<file path="src/rtl/pmem_line_arbiter.sv">
// Arbitrates icache fills and dcache fills/writebacks onto one 4x64-bit pmem burst port.
// Define PMEM_ARB_RR_EN for round-robin arbitration; otherwise dcache has fixed priority.
module pmem_line_arbiter (
    input  logic         clk,
    input  logic         rst,
    input  logic         i_line_read,
    input  logic [31:0]  i_line_address,
    output logic [255:0] i_line_rdata,
    output logic         i_line_resp,
    input  logic         d_line_read,
    input  logic         d_line_write,
    input  logic [31:0]  d_line_address,
    input  logic [255:0] d_line_wdata,
    output logic [255:0] d_line_rdata,
    output logic         d_line_resp,
    output logic         pmem_read,
    output logic         pmem_write,
    output logic [31:0]  pmem_address,
    output logic [63:0]  pmem_wdata,
    input  logic [63:0]  pmem_rdata,
    input  logic         pmem_resp
);

    localparam logic [2:0] S_IDLE    = 3'd0;
    localparam logic [2:0] S_I_READ  = 3'd1;
    localparam logic [2:0] S_D_READ  = 3'd2;
    localparam logic [2:0] S_D_WRITE = 3'd3;
    localparam logic [2:0] S_DONE    = 3'd4;

    logic [2:0]   state;
    logic [1:0]   beat;
    logic [26:0]  line_tag;
    logic [255:0] line_buf;
    logic         grant_d;
    logic         cooldown;
    logic         req_i;
    logic         req_d;
    logic         pick_d;
    logic         grant_now;
    logic         addr_unused;

    // Cache-side handshake: a cache raises its request and holds it (with stable
    // address/wdata) until its one-cycle resp, then drops it in the following cycle.
    assign req_i       = i_line_read;
    assign req_d       = d_line_read | d_line_write;
    assign addr_unused = ^{i_line_address[4:0], d_line_address[4:0]};

    // The first IDLE cycle after DONE never grants: the served cache is still
    // dropping its request there, so contention is judged one cycle later.
    assign grant_now = (state == S_IDLE) && !cooldown && (req_i || req_d);

`ifdef PMEM_ARB_RR_EN
    logic last_d;

    assign pick_d = req_d && (!req_i || !last_d);

    always_ff @(posedge clk) begin
        if (rst) begin
            last_d <= 1'b0;
        end else if (grant_now) begin
            last_d <= pick_d;
        end
    end
`else
    assign pick_d = req_d;
`endif

    always_ff @(posedge clk) begin
        if (rst) begin
            state        <= S_IDLE;
            beat         <= 2'd0;
            line_tag     <= 27'd0;
            line_buf     <= 256'd0;
            grant_d      <= 1'b0;
            cooldown     <= 1'b0;
            i_line_rdata <= 256'd0;
            d_line_rdata <= 256'd0;
        end else begin
            case (state)
                S_IDLE: begin
                    beat     <= 2'd0;
                    cooldown <= 1'b0;
                    if (grant_now) begin
                        grant_d <= pick_d;
                        if (pick_d) begin
                            line_tag <= d_line_address[31:5];
                            if (d_line_write) begin
                                line_buf <= d_line_wdata;
                                state    <= S_D_WRITE;
                            end else begin
                                state <= S_D_READ;
                            end
                        end else begin
                            line_tag <= i_line_address[31:5];
                            state    <= S_I_READ;
                        end
                    end
                end
                S_I_READ, S_D_READ: begin
                    if (pmem_resp) begin
                        line_buf[{beat, 6'd0} +: 64] <= pmem_rdata;
                        beat <= beat + 2'd1;
                        if (beat == 2'd3) begin
                            state <= S_DONE;
                            // Publish the completed line only now so an aborted
                            // fill never disturbs the cache-visible data.
                            if (state == S_I_READ) begin
                                i_line_rdata <= {pmem_rdata, line_buf[191:0]};
                            end else begin
                                d_line_rdata <= {pmem_rdata, line_buf[191:0]};
                            end
                        end
                    end
                end
                S_D_WRITE: begin
                    if (pmem_resp) begin
                        beat <= beat + 2'd1;
                        if (beat == 2'd3) begin
                            state <= S_DONE;
                        end
                    end
                end
                S_DONE: begin
                    state    <= S_IDLE;
                    cooldown <= 1'b1;
                end
                default: begin
                    state <= S_IDLE;
                end
            endcase
        end
    end

    assign pmem_read    = (state == S_I_READ) || (state == S_D_READ);
    assign pmem_write   = (state == S_D_WRITE);
    assign pmem_address = {line_tag, 5'b0};
    assign pmem_wdata   = line_buf[{beat, 6'd0} +: 64];
    assign i_line_resp  = (state == S_DONE) && !grant_d;
    assign d_line_resp  = (state == S_DONE) && grant_d;

endmodule

</file>
<file path="config.mk">
export PLATFORM = sky130hd
export DESIGN_NAME = pmem_line_arbiter
export DESIGN_NICKNAME = d
export VERILOG_FILES = /design/src/rtl/pmem_line_arbiter.sv
export SDC_FILE = /design/constraint.sdc
export NUM_CORES = 2
export LEC_CHECK = 0
export CAP_MARGIN = 20
export CORE_AREA = 2 2 388 390
export DETAILED_ROUTE_END_ITERATION = 6
export DIE_AREA = 0 0 390 392
export GPL_TIMING_DRIVEN = 0
export PLACE_DENSITY = 0.53
export RECOVER_POWER = 25
export SLEW_MARGIN = 15
export SYNTH_ARGS = -nofsm -noshare
export SYNTH_HDL_FRONTEND = slang
export SYNTH_SLANG_ARGS = --single-unit
</file>
<file path="constraint.sdc">
create_clock -name clk -period 3.9 [get_ports clk]
set_input_delay 0.78 -clock clk [delete_from_list [all_inputs] [get_ports clk]]
set_output_delay 0.78 -clock clk [all_outputs]
set_load 0.005 [all_outputs]
</file>
==> metrics.md <==
| Metric | Value |
|---|---|
| RSZ-0062 raised after global routing | `no` |
| Global-route wire length before repair | `314 mm` |
| DRT Wirelength | `239 mm` |
| Final #Nets | `5,801` |
| Slew of the pin with the lowest slew margin | `1.58 ns` |
| Final setup vio count | `0` |
| Synth top area share | `43.1%` |
| Wire length on met1 | `93.4 mm` |
| Slowest CP cell | `clkdlybuf4s50_1` |
| Crit path DAT | `3.05 ns` |
| Grt total ovfl | `0` |
| Die W | `390 um` |
| Setup tns final | `0 ns` |
| Worst VDD drop | `343 uV` |
| Post-route ant nets | `0` |
| DR vias | `38,700` |
| Largest net degree at the start of global routing | `20` |
| Top cells by area, synth | `dfxtp_1 43%, nand2_1 11%, a21oi_1 10%` |
| DRT Pass-1 Iters | `5` |
| Synth warn | `0` |
| Gate Count Post-Synth | `4,288` |
| PwrDens | `437 nW/um^2` |
| Final Power | `23.6 mW` |
| Fin crit share | `98.1%` |
| Slew headroom | `-5.20%` |
| Max layer used | `met5` |
| Synth cell count leaders | `1,055 x nand2_1, 802 x dfxtp_1, 770 x a21oi_1, 357 x clkbuf_1, 285 x o21ai_0` |
| Synthesized area | `37,300 um^2` |
| Synth async-reset ratio | `0%` |
| Layout cells sized above 1 | `13.7%` |
| WL per Instance | `32.1 um` |
| Max FO, Critical Path | `10` |
| Crit. End Element | `primary output` |
| Initial antenna violation count | `78` |
| Failing checks | `max-capacitance violations, max-slew violations` |
| Sequential-to-total area share from yosys stat | `43.1%` |
| Total Die Area | `153,000 um^2` |
| Root Buffer Master | `clkbuf_16` |
| Gr usage total | `30.0%` |
| Vias in the first global route | `36,600` |
| Most frequent cell after synthesis | `nand2_1` |
| Min Tclk post-route | `3.83 ns` |
| Clk_skew | `0.0465 ns` |
| Synth unique cells | `38` |
| Placed Cells | `7,249` |
| Site Rows | `142` |
| Dpl ws | `-1.20 ns` |
| Starting Density | `25.0%` |
| CP Data Required Time | `3.12 ns` |
| Maximum clock path buffer count | `3` |
| # DRC | `0` |
| Vias per cell | `5.19` |
| Worst Setup Start Kind | `flip-flop` |
| Final Hold Vio Count | `0` |
| Met3 routed wirelength | `22.8 mm` |
| Critical path cell sequence | `clkbuf_8 -> clkbuf_2 -> buf_16 -> mux4_2 -> clkdlybuf4s50_1` |
| CP top delay family | `buffers and inverters` |
| CTS tree | `yes` |
| CTS Sinks | `802` |
| Final core occ | `36.3%` |
| Critical path class | `flip-flop to primary output` |
| Hold crit path type | `flip-flop to flip-flop` |
| Layout overhead on the synthesized area | `44.9%` |
| Clock transition at path regs | `0.06 ns` |
| Die height | `392 um` |
| Syn Area/Cell | `8.69 um^2` |
| Post-synth EDFFs | `0` |
| Outcome | `finished with violations` |
| Final non-filler cell total | `7,470` |
| Metal2 WL | `110 mm` |
| Achievable Freq | `0.261 GHz` |
| Htree depth | `3` |
| Gpl congestion | `0.941` |
| CP peak stage delay | `0.59 ns` |
| I/O pin total | `1,002` |
| Cell taking the most area after synthesis | `dfxtp_1` |
| Top FF cell, synth | `dfxtp_1` |
| CTS Buf Count | `99` |
| Clk_lat worst skew | `0.75 ns` |
| Leak pwr | `19.7 nW` |
| Hold Buf Count CTS | `0` |
| Hpwl dp | `191 mm` |
| Core ar. | `149,000 um^2` |
| Port Buffers | `985` |
| Number of synthesized register bits | `802` |
| Max cap viols | `1` |
| Initial drt markers | `3,369` |
| Worst path bufs/invs | `4` |
| Worst Setup Slack, final | `0.0746 ns` |
| Pins Over Slew Limit | `11` |
[final cells by class]
class	instances	area, um^2
well taps	1944	2430
inverters	3	11.3
clock inverters	39	526
fillers	15400	94900
repair buffers	1014	10500
diodes	39	97.6
clock buffers	144	2970
plain buffers	436	2040
flip-flops and latches	802	16100
multi-input cells	3049	19400
[timing repair]
item,in CTS,in global routing
setup buffers,1,0
endpoints found under the hold margin,0,0
gates resized for setup,37,0
setup endpoints to repair,313,0
[per-stage QoR]
step / instance area, um^2 / hold slack (ns)
after floorplan: 37300 / 0.450
after global placement: 49600 / 0.443
after detailed placement: 50300 / 0.446
after CTS: 53900 / 0.454
after global routing: 54000 / 0.467
final: 54000 / 0.451
[registers in the layout, summed over array words and instances, names as in the netlist]
register      count
i_line_rdata    256
line_tag         27
line_buf        256
grant_d           1
state             3
beat              2
d_line_rdata    256
cooldown          1
[worst min-delay path: cells and delay by family, from the launching register on]
family | cells | cell delay [ns]
flip-flops | 1 | 0.30
AO/OA/AOI/OAI | 1 | 0.05
AND/OR/NAND/NOR | 1 | 0.05
[final timing paths]
path | from | endpoint | slack (ns) | cells past startpoint
worst max-delay path | beat[1] | pmem_wdata[36] | 0.07 | 5
worst min-delay path | d_line_rdata[32] | d_line_rdata[32] | 0.45 | 2
worst max register to register | beat[1] | line_buf[51] | 0.15 | 11
worst min register to register | d_line_rdata[32] | d_line_rdata[32] | 0.45 | 2
[layout by cell type, fill, tap and decap left out, drive strengths merged, types with 3 or more instances in the layout]
cell type / count
or4b: 256
inv: 8
dlygate4sd2: 3
clkbuf: 500
bufinv: 9
mux4: 64
conb: 5
clkdlybuf4s50: 638
o21ai: 285
nor3: 4
or4: 4
a21oi: 770
diode: 39
dfxtp: 802
dlygate4sd3: 344
ha: 6
nor2b: 257
mux2: 256
nor3b: 3
a311oi: 27
nand2: 1055
buf: 109
nand4bb: 3
clkinv: 24
nor2: 39
[cells by family (layout without fill, tap and decap cells)]
logic type,after synthesis,count (layout),synth area share (%)
adders and majority gates,6,6,0.201
buffers and inverters,441,1636,5.08
AOI/OAI and AO/OA,1088,1088,14.9
DFF,802,802,43.1
muxes,321,321,14.0
and+or+nand+nor,1628,1628,22.6
other,1,44,0.0101
xor gates and xnor gates,1,1,0.0436
[per-layer routing]
layer | up-vias | GRT usage, %
li1 | 17100 | -
met3 | 471 | 9.28
met1 | 19100 | 35.6
met4 | 48 | 15.0
met5 | - | 0
met2 | 1980 | 48.7
[report_power, final]
part           internal (mW)  switching (mW)  total, mW  leakage (nW)
Clock                   5.90            4.14       10.0          1.73
Combinational           1.97            2.51       4.49          11.4
Sequential              8.55           0.534       9.08          6.49
Total                   16.4            7.18       23.6          19.7
No activity file was read; power rests on OpenSTA's default activity.
==> variant, RTL diff (config.mk and constraints unchanged) <==
Add an input register stage for `d_line_read`, without a reset; this delays it by one clock. The other inputs are not delayed to match.
--- a/src/rtl/pmem_line_arbiter.sv
+++ b/src/rtl/pmem_line_arbiter.sv
@@ -29,2 +29,8 @@
 
+    logic d_line_read_q;
+
+    always_ff @(posedge clk) begin
+        d_line_read_q <= d_line_read;
+    end
+
     logic [2:0]   state;
@@ -44,3 +50,3 @@
     assign req_i       = i_line_read;
-    assign req_d       = d_line_read | d_line_write;
+    assign req_d       = d_line_read_q | d_line_write;
     assign addr_unused = ^{i_line_address[4:0], d_line_address[4:0]};
Check against the original RTL: not settled (the Yosys comparison gave no result); the edit may change what the design does.
==> variant against the original RTL <==
The run still ends with max-capacitance violations, max-slew violations left. Largest cell class unchanged. Global-route usage is 0.19 points higher. Wire length is 0.51% higher. Final cell count hardly changed. Sequential cell count is 1 higher. Total power is 0.81% higher. Clock skew is 0.025 ns lower. Synthesized area hardly changed. Setup slack better by 0.012 ns. Critical path type unchanged. Design area hardly changed.
==> variant: results (changes against the original RTL) <==
[run_status]
outcome = complete, but fails checks
violations = max-capacitance violations, max-slew violations

[sta]
slew_headroom_pct = -5.58  ; -0.38 points
hold-worst-slack_ns = 0.450  ; -0.000867 ns
maxSlewViolCount = 11  ; unchanged
fin_worst_skew_ns = 0.0218  ; -0.0247 ns

[placed_design]
hpwlAfterDp_um = 191000  ; about the same
gp_congestion = 0.923  ; -1.8%
dp.cells = 7247  ; -0.028%
port_buffers = 985  ; unchanged

[critical_path]
cp.arrival_ns = 3.03  ; -0.02 ns
rrSetupSlack_ns = 0.16
crit_fanout = 10  ; unchanged
r2r_end = line_buf[51]
ff2ff_path_depth = 11  ; unchanged
crit-reg2reg-launch = beat[0]

[clock_tree]
htree_levels = 3  ; unchanged
clk_latency_ns = 0.72  ; -0.03 ns
numCtsBuffers = 97  ; -2.0%
clkTransAtPathRegs_ns = 0.06  ; about the same
cts.path.max_buffers = 3  ; unchanged
ctsRootBufferMaster = clkbuf_16

[yosys]
async_flop_share_pct = 0  ; unchanged
yosysSeqAreaShare_pct = 43.1  ; about the same
netlist-cell-type-count = 38  ; unchanged
synthTopCellsByCount = nand2_1 (1055), dfxtp_1 (803), a21oi_1 (770)
yosysWarnings = 0  ; unchanged
synth_area_leaders = dfxtp_1 (43%), nand2_1 (11%), a21oi_1 (10%), mux2_4 (9.7%), nor2b_1 (4.3%)
avgSynthCellArea_um2 = 8.70  ; about the same

[worst_hold_path]
hold_class = reg2reg
whs_endpoint = d_line_rdata[214]
holdPathStages = 2  ; unchanged
holdCritStartpoint = d_line_rdata[214]

[flow_run]
drv_cap = 1  ; unchanged

[global_route]
grt_max_degree = 20  ; unchanged
grt_usage_pct = 30.2  ; +0.19 points
antenna_found_initial = 84  ; +7.7%
grt_pass1_vias = 36700  ; +0.36%
grt_pass1_wl_um = 316000  ; +0.62%

[power_and_ir_drop]
p_leak_nw = 19.6  ; -0.15%
ir_worst_vdd_uv = 354  ; +3.0%

[finish]
layout.cells.non_filler = 7466  ; -0.054%
reg.largest.list = d_line_rdata: 256 flops, i_line_rdata: 256 flops, line_buf: 256 flops
num-nets-final = 5798  ; -0.052%
drive_gt1_share_pct = 13.5  ; -0.13 points

[floorplan]
die-area_mm2 = 0.153  ; unchanged

[routing]
first_pass_iters = 6  ; +1
vias = 38500  ; -0.75%
wl_per_cell_um = 32.2  ; +0.56%
first_iter_violations = 3854  ; +14%

[variant: changes by cell type after synthesis, sizes merged]
cell / unedited run / this run
dfxtp: 802 / 803
[variant: layer usage]
| metal | routed length (um) | vias up | part of all wire, % | track usage, % |
|---|---|---|---|---|
| li1 | - | 17100 | - | - |
| met1 | 93500 | 18900 | 39 | 35.8 |
| met5 | 226 | - | 0.094 | 0 |
| met4 | 11600 | 34 | 4.8 | 13.4 |
| met2 | 112000 | 2003 | 46 | 49.6 |
| met3 | 23700 | 439 | 9.8 | 9.74 |
[variant: worst max path at each step]
stage / start / to / slack (ns) / cells past startpoint
after floorplan: beat[0] / line_buf[44] / 0.67 / 11
after global placement: beat[1] / line_buf[91] / -2.59 / 9
final: beat[0] / pmem_wdata[3] / 0.09 / 5
after CTS: beat[0] / pmem_wdata[3] / 0.01 / 5
after detailed placement: beat[0] / line_buf[91] / -1.13 / 11
after global routing: state[0] / pmem_read / 0.002 / 5
[variant: stage by stage]
step                      area, um^2   TNS, ns  power [mW]  worst slack (ns)
after global placement         49600  -1051.66        13.6             -2.59
final                          54000         0        23.8            0.0867
after CTS                      53900         0        23.8            0.0114
after detailed placement       50300   -190.75        13.7             -1.13
after floorplan                37300         0        11.2             0.675
after global routing           54000         0        24.4           0.00220
[variant: logic make-up after synthesis]
group           after synthesis  share of synthesized area, %
other cells                   1                        0.0101
flops                       803                          43.1
buf+inv                     441                          5.07
fa+ha+maj                     6                         0.201
compound gates             1088                          14.9
xor+xnor                      1                        0.0436
mux                         321                          14.0
simple gates               1628                          22.6
[variant: area by class of cell]
| cell class | instances | area, um^2 |
|---|---|---|
| Antenna cell | 43 | 108 |
| Buffer | 437 | 2060 |
| Clock buffer | 135 | 2830 |
| Clock inverter | 41 | 668 |
| Fill cell | 15400 | 94900 |
| Inverter | 3 | 11.3 |
| Multi-Input combinational cell | 3049 | 19400 |
| Sequential cell | 803 | 16100 |
| Tap cell | 1944 | 2430 |
| Timing Repair Buffer | 1011 | 10500 |
[variant: repair_timing]
| item | in CTS | in global routing |
|---|---|---|
| endpoints found under the setup margin | 313 | 2 |
| setup buffers | 1 | 0 |
| gates resized for setup | 39 | 2 |
| pin swaps | 1 | 0 |
[variant: critical path, cell delays in order (launching register included)]
cell	delay (ns)
dfxtp_1	0.40
clkbuf_2	0.21
buf_12	0.22
buf_8	0.30
mux4_2	0.64
clkdlybuf4s50_1	0.52
[variant: power breakdown]
part	total [mW]	internal (mW)	switching, mW
sequential	9.10	8.56	0.535
clock	10.2	6.18	4.02
combinational	4.50	1.96	2.53
total	23.8	16.7	7.09
